File: src/rtl/zkr_seed_csr.sv
// Seed CSR consumer for the Zkr entropy source: buffers 16-bit entropy words,
// serves read-with-write seed accesses and runs the BIST/WAIT/ES16/DEAD status machine.
//
//  state | meaning
//  BIST  | self-test hold after reset or fatal error; incoming words discarded
//  WAIT  | healthy, no entropy buffered yet
//  ES16  | entropy available at FIFO head
//  DEAD  | unrecoverable source failure, sticky until reset
module zkr_seed_csr #(
  parameter int FIFO_DEPTH  = 2,
  parameter int BIST_CYCLES = 16
) (
  input  logic        clk,
  input  logic        rst_n,
  input  logic        es_valid_i,
  input  logic [15:0] es_data_i,
  input  logic [1:0]  es_error_i,
  output logic        es_ready_o,
  input  logic        csr_rd_i,
  input  logic        csr_wr_i,
  input  logic        access_ok_i,
  output logic [31:0] csr_rdata_o,
  output logic        illegal_o
);

  localparam int AW = (FIFO_DEPTH > 1) ? $clog2(FIFO_DEPTH) : 1;
  localparam int CW = AW + 1;
  localparam int BW = (BIST_CYCLES > 1) ? $clog2(BIST_CYCLES) : 1;
  localparam logic [CW-1:0] FULL_CNT = CW'(FIFO_DEPTH);
  localparam logic [BW-1:0] BIST_RELOAD = BW'(BIST_CYCLES - 1);

  // Encodings double as the OPST field
  localparam logic [1:0] ST_BIST = 2'b00;
  localparam logic [1:0] ST_WAIT = 2'b01;
  localparam logic [1:0] ST_ES16 = 2'b10;
  localparam logic [1:0] ST_DEAD = 2'b11;

  localparam logic [1:0] ERR_OK    = 2'b00;
  localparam logic [1:0] ERR_FATAL = 2'b01;
  localparam logic [1:0] ERR_TRANS = 2'b10;
  localparam logic [1:0] ERR_DEAD  = 2'b11;

  logic [1:0]    state_q, state_d;
  logic [BW-1:0] cnt_q, cnt_d;
  logic [AW-1:0] wr_ptr_q, rd_ptr_q;
  logic [CW-1:0] count_q;
  logic [15:0]   mem [FIFO_DEPTH];

  logic full, acc, push, push_store, pop, flush;
  logic [15:0] head;

  assign full       = (count_q == FULL_CNT);
  assign es_ready_o = rst_n & ~full & (state_q != ST_DEAD) & (es_error_i == ERR_OK);
  assign push       = es_valid_i & es_ready_o;
  assign push_store = push & (state_q != ST_BIST) & ~flush;
  assign acc        = csr_rd_i & csr_wr_i & access_ok_i;
  assign pop        = acc & (state_q == ST_ES16) & ~flush;
  assign head       = mem[rd_ptr_q];
  assign illegal_o  = rst_n & csr_rd_i & ~acc;

  always_comb begin
    csr_rdata_o = 32'h0;
    if (acc) begin
      csr_rdata_o[31:30] = state_q;
      if (state_q == ST_ES16) csr_rdata_o[15:0] = head;
    end
  end

  always_comb begin
    state_d = state_q;
    cnt_d   = cnt_q;
    flush   = 1'b0;
    if (es_error_i == ERR_DEAD) begin
      state_d = ST_DEAD;
      flush   = 1'b1;
    end else if (state_q != ST_DEAD && es_error_i == ERR_FATAL) begin
      state_d = ST_BIST;
      cnt_d   = BIST_RELOAD;
      flush   = 1'b1;
    end else begin
      case (state_q)
        ST_BIST: begin
          if (cnt_q == '0) state_d = ST_WAIT;
          else             cnt_d   = cnt_q - BW'(1);
        end
        ST_WAIT: begin
          if (count_q != '0 && es_error_i == ERR_OK) state_d = ST_ES16;
        end
        ST_ES16: begin
          if (es_error_i == ERR_TRANS) begin
            state_d = ST_WAIT;
            flush   = 1'b1;
          end else if (acc && count_q == CW'(1) && !push) begin
            state_d = ST_WAIT;
          end
        end
        default: state_d = state_q;
      endcase
    end
  end

  always_ff @(posedge clk or negedge rst_n) begin
    if (!rst_n) begin
      state_q <= ST_BIST;
      cnt_q   <= BIST_RELOAD;
    end else begin
      state_q <= state_d;
      cnt_q   <= cnt_d;
    end
  end

  always_ff @(posedge clk or negedge rst_n) begin
    if (!rst_n) begin
      wr_ptr_q <= '0;
      rd_ptr_q <= '0;
      count_q  <= '0;
    end else if (flush) begin
      wr_ptr_q <= '0;
      rd_ptr_q <= '0;
      count_q  <= '0;
    end else begin
      if (push_store) wr_ptr_q <= wr_ptr_q + AW'(1);
      if (pop)        rd_ptr_q <= rd_ptr_q + AW'(1);
      case ({push_store, pop})
        2'b10:   count_q <= count_q + CW'(1);
        2'b01:   count_q <= count_q - CW'(1);
        default: count_q <= count_q;
      endcase
    end
  end

  always_ff @(posedge clk) begin
    if (push_store) mem[wr_ptr_q] <= es_data_i;
  end

endmodule

File: config.mk
export PLATFORM = sky130hd
export DESIGN_NAME = zkr_seed_csr
export DESIGN_NICKNAME = d
export VERILOG_FILES = /design/src/rtl/zkr_seed_csr.sv
export SDC_FILE = /design/constraint.sdc
export NUM_CORES = 1
export LEC_CHECK = 0
export ABC_AREA = 1
export CAP_MARGIN = 25
export CORE_ASPECT_RATIO = 1.1
export CORE_MARGIN = 1.5
export CORE_UTILIZATION = 45
export CTS_CLUSTER_SIZE = 10
export DETAILED_ROUTE_END_ITERATION = 8
export PLACE_DENSITY_LB_ADDON = 0.08
export SLEW_MARGIN = 20
export SYNTH_ARGS = -nofsm -noshare
export SYNTH_HDL_FRONTEND = slang
export SYNTH_SLANG_ARGS = --single-unit
File: constraint.sdc
create_clock -name clk -period 2.5 [get_ports clk]
set_input_delay 0.25 -clock clk [delete_from_list [all_inputs] [get_ports clk]]
set_output_delay 0.25 -clock clk [all_outputs]
set_load 0.03 [all_outputs]
======== Yosys cells after proc, flatten, opt, wreduce, memory -nomap -nowiden ========
Memories as Yosys holds them, arrays and structs flattened.
Cells that the tools add are included.
W data, S select, Z words.
storage, ports and cells
  register bits ........................... 10
  memory bits (writable) .................. 32
  input port bits ......................... 24
  output and inout port bits .............. 34
  logic and storage cells ................. 83
  memories ................................ 1
cells by class
  add/subtract/negate cells ............... 5
  equality and inequality tests ........... 14
  multiplexer cells ....................... 25
  bitwise operators ....................... 16
  reduce and logical (&&, ||, !) cells .... 17
memory list
  memory  words  width  read ports  clocked after Yosys merged registers in  write ports  line  text
  mem     2      16     1           0                                        1            47    logic [15:0] mem [FIFO_DEPTH];
operator list
  operator               count
  $mux W16               2
  $mux W2                8
  $and A1 B1 Y1          12
  $mux W4                3
  $eq A2 B2 Y1 const B   5
  $mux W1                10
  $reduce_bool A2 Y1     5
  $eq A2 B1 Y1 const B   4
  $ne A4 B4 Y1 const B   2
  $pmux W2 S3            1
  $ne A5 B1 Y1 const B   1
  $reduce_bool A5 Y1     1
  $logic_and A1 B1 Y1    4
  $logic_not A2 Y1       2
  $logic_not A4 Y1       1
  $ne A2 B2 Y1 const B   2
  $not A1 Y1             4
  $pmux W2 S2            1
  $reduce_and A4 Y1      1
  $sub A4 B1 Y4 const B  1
  $reduce_and A3 Y1      1
  $reduce_bool A3 Y1     1
  $add A1 B1 Y1 const B  2
  $add A2 B1 Y2 const B  1
  2 further kinds        2

======== Logic depth before layout (Yosys ltp) ========
  word-level depth ........................ 13
  mapped depth ............................ 11

======== Least setup slack after synthesis ========
No wires, ideal clock.
  path kind ............................... reg2reg
  start ................................... reg count_q[0]
  end ..................................... mem mem[1][0], enable pin
  setup time .............................. 0.389 ns
  data arrival time ....................... 1.790 ns
  required time ........................... 2.111 ns
  path slack .............................. 0.321 ns
  cell stages (with the launch flop) ...... 8
  path buffers ............................ 0
  clock period less this slack ............ 2.179 ns
  cell sequence ........................... dfrtp_1 > inv_1 > ha_1 > inv_1 > nand2_1 > nor2_8 > nand3_4 > nor2_1
on the way
  longest elaborated chain between the ends .. 10
RTL lines
  element                        line  text
  start, declared                46    logic [CW-1:0] count_q;
  start signal, assigned         125   2'b10: count_q <= count_q + CW'(1);
  start signal, assigned         126   2'b01: count_q <= count_q - CW'(1);
  start signal, assigned         127   default: count_q <= count_q;
  $eq A2 B2 Y1                   52    assign full = (count_q == FULL_CNT);
  $not A1 Y1                     53    assign es_ready_o = rst_n & ~full & (state_q != ST_DEAD) & (es_error_i == ERR_OK);
  $and A1 B1 Y1 (3 in a row)     53
  via es_ready_o                 18    output logic es_ready_o,
  $and A1 B1 Y1                  54    assign push = es_valid_i & es_ready_o;
  $and A1 B1 Y1 (2 in a row)     55    assign push_store = push & (state_q != ST_BIST) & ~flush;
  $mux W1                        133   if (push_store) mem[wr_ptr_q] <= es_data_i;
  $mux W1 (implied by the code)  133
  end, declared                  47
The timed path passes the listed nets, and every way through them passes these cells.

======== Final worst setup path ========
  start ................................... reg rd_ptr_q
  end ..................................... out csr_rdata_o[13]
on the way
  longest elaborated chain between the ends .. 3
RTL lines
  element                 line  text
  start, declared         45    logic [AW-1:0] wr_ptr_q, rd_ptr_q;
  start signal, assigned  123   if (pop) rd_ptr_q <= rd_ptr_q + AW'(1);
  $mem_v2 Z2 W16          --
  $mux W16                65    if (state_q == ST_ES16) csr_rdata_o[15:0] = head;
  $mux W16                63    if (acc) begin
  end, declared           22    output logic [31:0] csr_rdata_o,
No other way between the ends.

==> impl_results.md <==
* Status: finished clean
* Mux contribution to synthesized area at 0%
* DP Worst Slack at 228 ps
* Number of setup buffers added after CTS at 0
* PnR Total Power at 1.95 mW
* Top cells by area, synth: edfxtp_1, nand2_1, dfrtp_1
* Core region area at 0.00438 sq mm
* Required @ worst endpoint at 2250 ps
* Warnings from Yosys at 0
* Arr. time, crit path at 2030 ps
* NetSw at 0.682 mW
* Die width at 67.9 um
* Simple-Gate Fraction of Synth Area at 21.5%
* Placer Congestion at 0.752
* Setup crit end: csr_rdata_o[13]
* Overall Global Routing Usage at 16.9%
* Yosys top cell by area: edfxtp_1
* Reg2Reg Depth at 8
* CTS tree: built
* Logic gate share of total power at 32.3%
* Initial antenna violation count at 0
* Setup TNS at 0 ps
* XOR/XNOR Fraction of Synth Area at 0%
* Vias/cell at 4.73
* Final Cycle Share at 91.2%
* Setup Skew at 4.77 ps
* Crit Path Category: flip-flop to primary output
* Post-Synthesis Cell Area at 0.00208 sq mm
* Pint at 1.27 mW
* Combinational family with the most area after synthesis: simple AND/OR/NAND/NOR gates
* Post-synth top area share at 46.2%
* Compound-cell area share of the yosys netlist at 7.63%
* Pwr/cell area at 745 mW/mm^2
* Dpl hpwl at 2680 um
* Die height at 74.3 um
* CP Launch Type: flip-flop
* Register bit count reported by yosys at 42
* Clock latency on the worst-skew pair at 290 ps
* ANT cells at 0
* Worst slew pin tran at 512 ps
* Via count at 1496
* Hold Crit Class: input port to asynchronous set/reset pin
* Max Slew Vio Count at 0
* Reg clk slew, reported paths at 70 ps
* Clock share of power at 21.2%
* Fin crit period at 2280 ps
* Final Hold Viols at 0
* Worst slew margin at 65.8%
* Post-DR wirelength/cell at 11.9 um
* Sw frac at 34.9%
* Reg-to-Reg Start: count_q[0]
* Fraction of layout cells with a size suffix above 1 at 13.0%
* DRC violations left at 0
* Final wirelength at 3750 um
* Leakage power at 1.09 nW
* Die area at 0.00504 sq mm
* Final hold slack at 171 ps
* IO buf count at 43
* First-pass GRT wire length at 6320 um
* H-tree depth at 2
* Clk sinks at 42
* Clk root buf: clkbuf_8
* Ports at 58
* Placed Instances at 308
* DRT antenna net count at 0
* CP Capture Type: primary output
* Non-Filler Instances at 316
* Reg power frac at 46.6%
* Final-stage net count at 289
* Synthesis-to-layout area growth at 25.8%
* Maximum number of pins on one net before global-route repair at 20
* CTS resizes at 0
* Critical Path Start: rd_ptr_q
* GRT overflow at 0
* Max clock buf depth at 2
* Utilization after layout at 59.8%
* DRT Pass-1 Iters at 4
* Synth cell types at 28
* Final instance area at 0.00262 sq mm
* Sequential area share after synthesis at 58.4%
* Final setup margin at 220 ps
* CP Max Fanout at 16
* Post-synthesis adder-cell area fraction at 2.40%
* Max Fclk at 439 MHz
* Hold buffer count at cts at 0
* Peak VDD IR at 0.416 mV
* Reg-to-Reg End: mem[1][3]
* Initial DRC Count at 112
* Syn_area_per_cell at 9.82 sq um
* Max-Cap Viols at 0
* Mapped Cells at 212
* Unrepaired setup endpoints after global routing: no
* Initial core utilization at 47.5%
* Vias in the first global route at 1449
* Setup violators final at 0
* Number of cell rows at 25
* Reg2Reg Setup Slack at 740 ps
* Cts bufs inserted at 5
* Placed cell area at 0.00253 sq mm
power groups by stage:
| stage | sequential [mW] | clock (mW) | combinational, mW |
|---|---|---|---|
| final | 0.909 | 0.413 | 0.630 |
| after global routing | 0.924 | 0.449 | 0.733 |
| after CTS | 0.908 | 0.424 | 0.639 |
| after detailed placement | 0.923 | 0 | 0.636 |
| after global placement | 0.920 | 0 | 0.630 |
| after floorplan | 0.912 | 0 | 0.490 |
cell families (layout without fill, tap and decap cells):
| kind of cell | after synthesis | count (layout) |
|---|---|---|
| buf+inv | 40 | 77 |
| fa+ha+maj | 4 | 4 |
| compound gates | 30 | 30 |
| simple gates | 95 | 95 |
| flops | 42 | 42 |
| other cells | 1 | 14 |
registers in the layout (all words and copies together), names as in the netlist:
signal / cells
cnt_q: 4
count_q: 2
mem: 32
rd_ptr_q: 1
state_q: 2
wr_ptr_q: 1
worst min path at each step:
stage	endpoint	startpoint	cells after the start
after global routing	count_q[0]	rst_n	1
after floorplan	count_q[0]	rst_n	0
after detailed placement	cnt_q[2]	cnt_q[2]	2
final	count_q[0]	rst_n	1
after global placement	cnt_q[2]	cnt_q[2]	2
after CTS	count_q[0]	rst_n	1
synthesized netlist by cell type, drive strengths merged:
library cell,n
dfstp,4
o21ai,8
buf,18
nand2,66
nand4,1
inv,21
nand3,11
conb,1
nor2,17
ha,4
dfrtp,6
a21oi,20
clkinv,1
edfxtp,32
a22oi,1
a21boi,1
cell usage in the layout, fill, tap and decap left out, drive strengths merged:
master         count
o21ai              8
nor2              17
nand3             11
dfrtp              6
buf                4
clkdlybuf4s50     43
clkinv             3
a21oi             20
inv               21
a21boi             1
clkbuf             5
clkinvlp           1
dfstp              4
nand2             66
edfxtp            32
conb              14
nand4              1
a22oi              1
ha                 4
cell type report:
type / instances / area [sq um]
inverter: 22 / 82.6
multi-input combinational: 143 / 708
sequential: 42 / 1220
clock inverter: 3 / 16.3
tap: 54 / 67.6
timing repair buffer: 47 / 460
fill: 364 / 1760
clock buffer: 5 / 68.8
per-layer routing:
| metal | GRT usage [%] | part of all wire (%) |
|---|---|---|
| met2 | 27.9 | 49 |
| met3 | 4.08 | 6.0 |
| met5 | 0 | 0 |
| met1 | 21.5 | 43 |
| met4 | 6.67 | 1.9 |
critical path, cell delays in order (launching register included):
cell,delay [ps]
dfrtp_1,380
inv_1,390
nand2_1,100
a21oi_1,180
clkdlybuf4s50_1,700
Note: power is estimated with default switching activity, not from simulation.
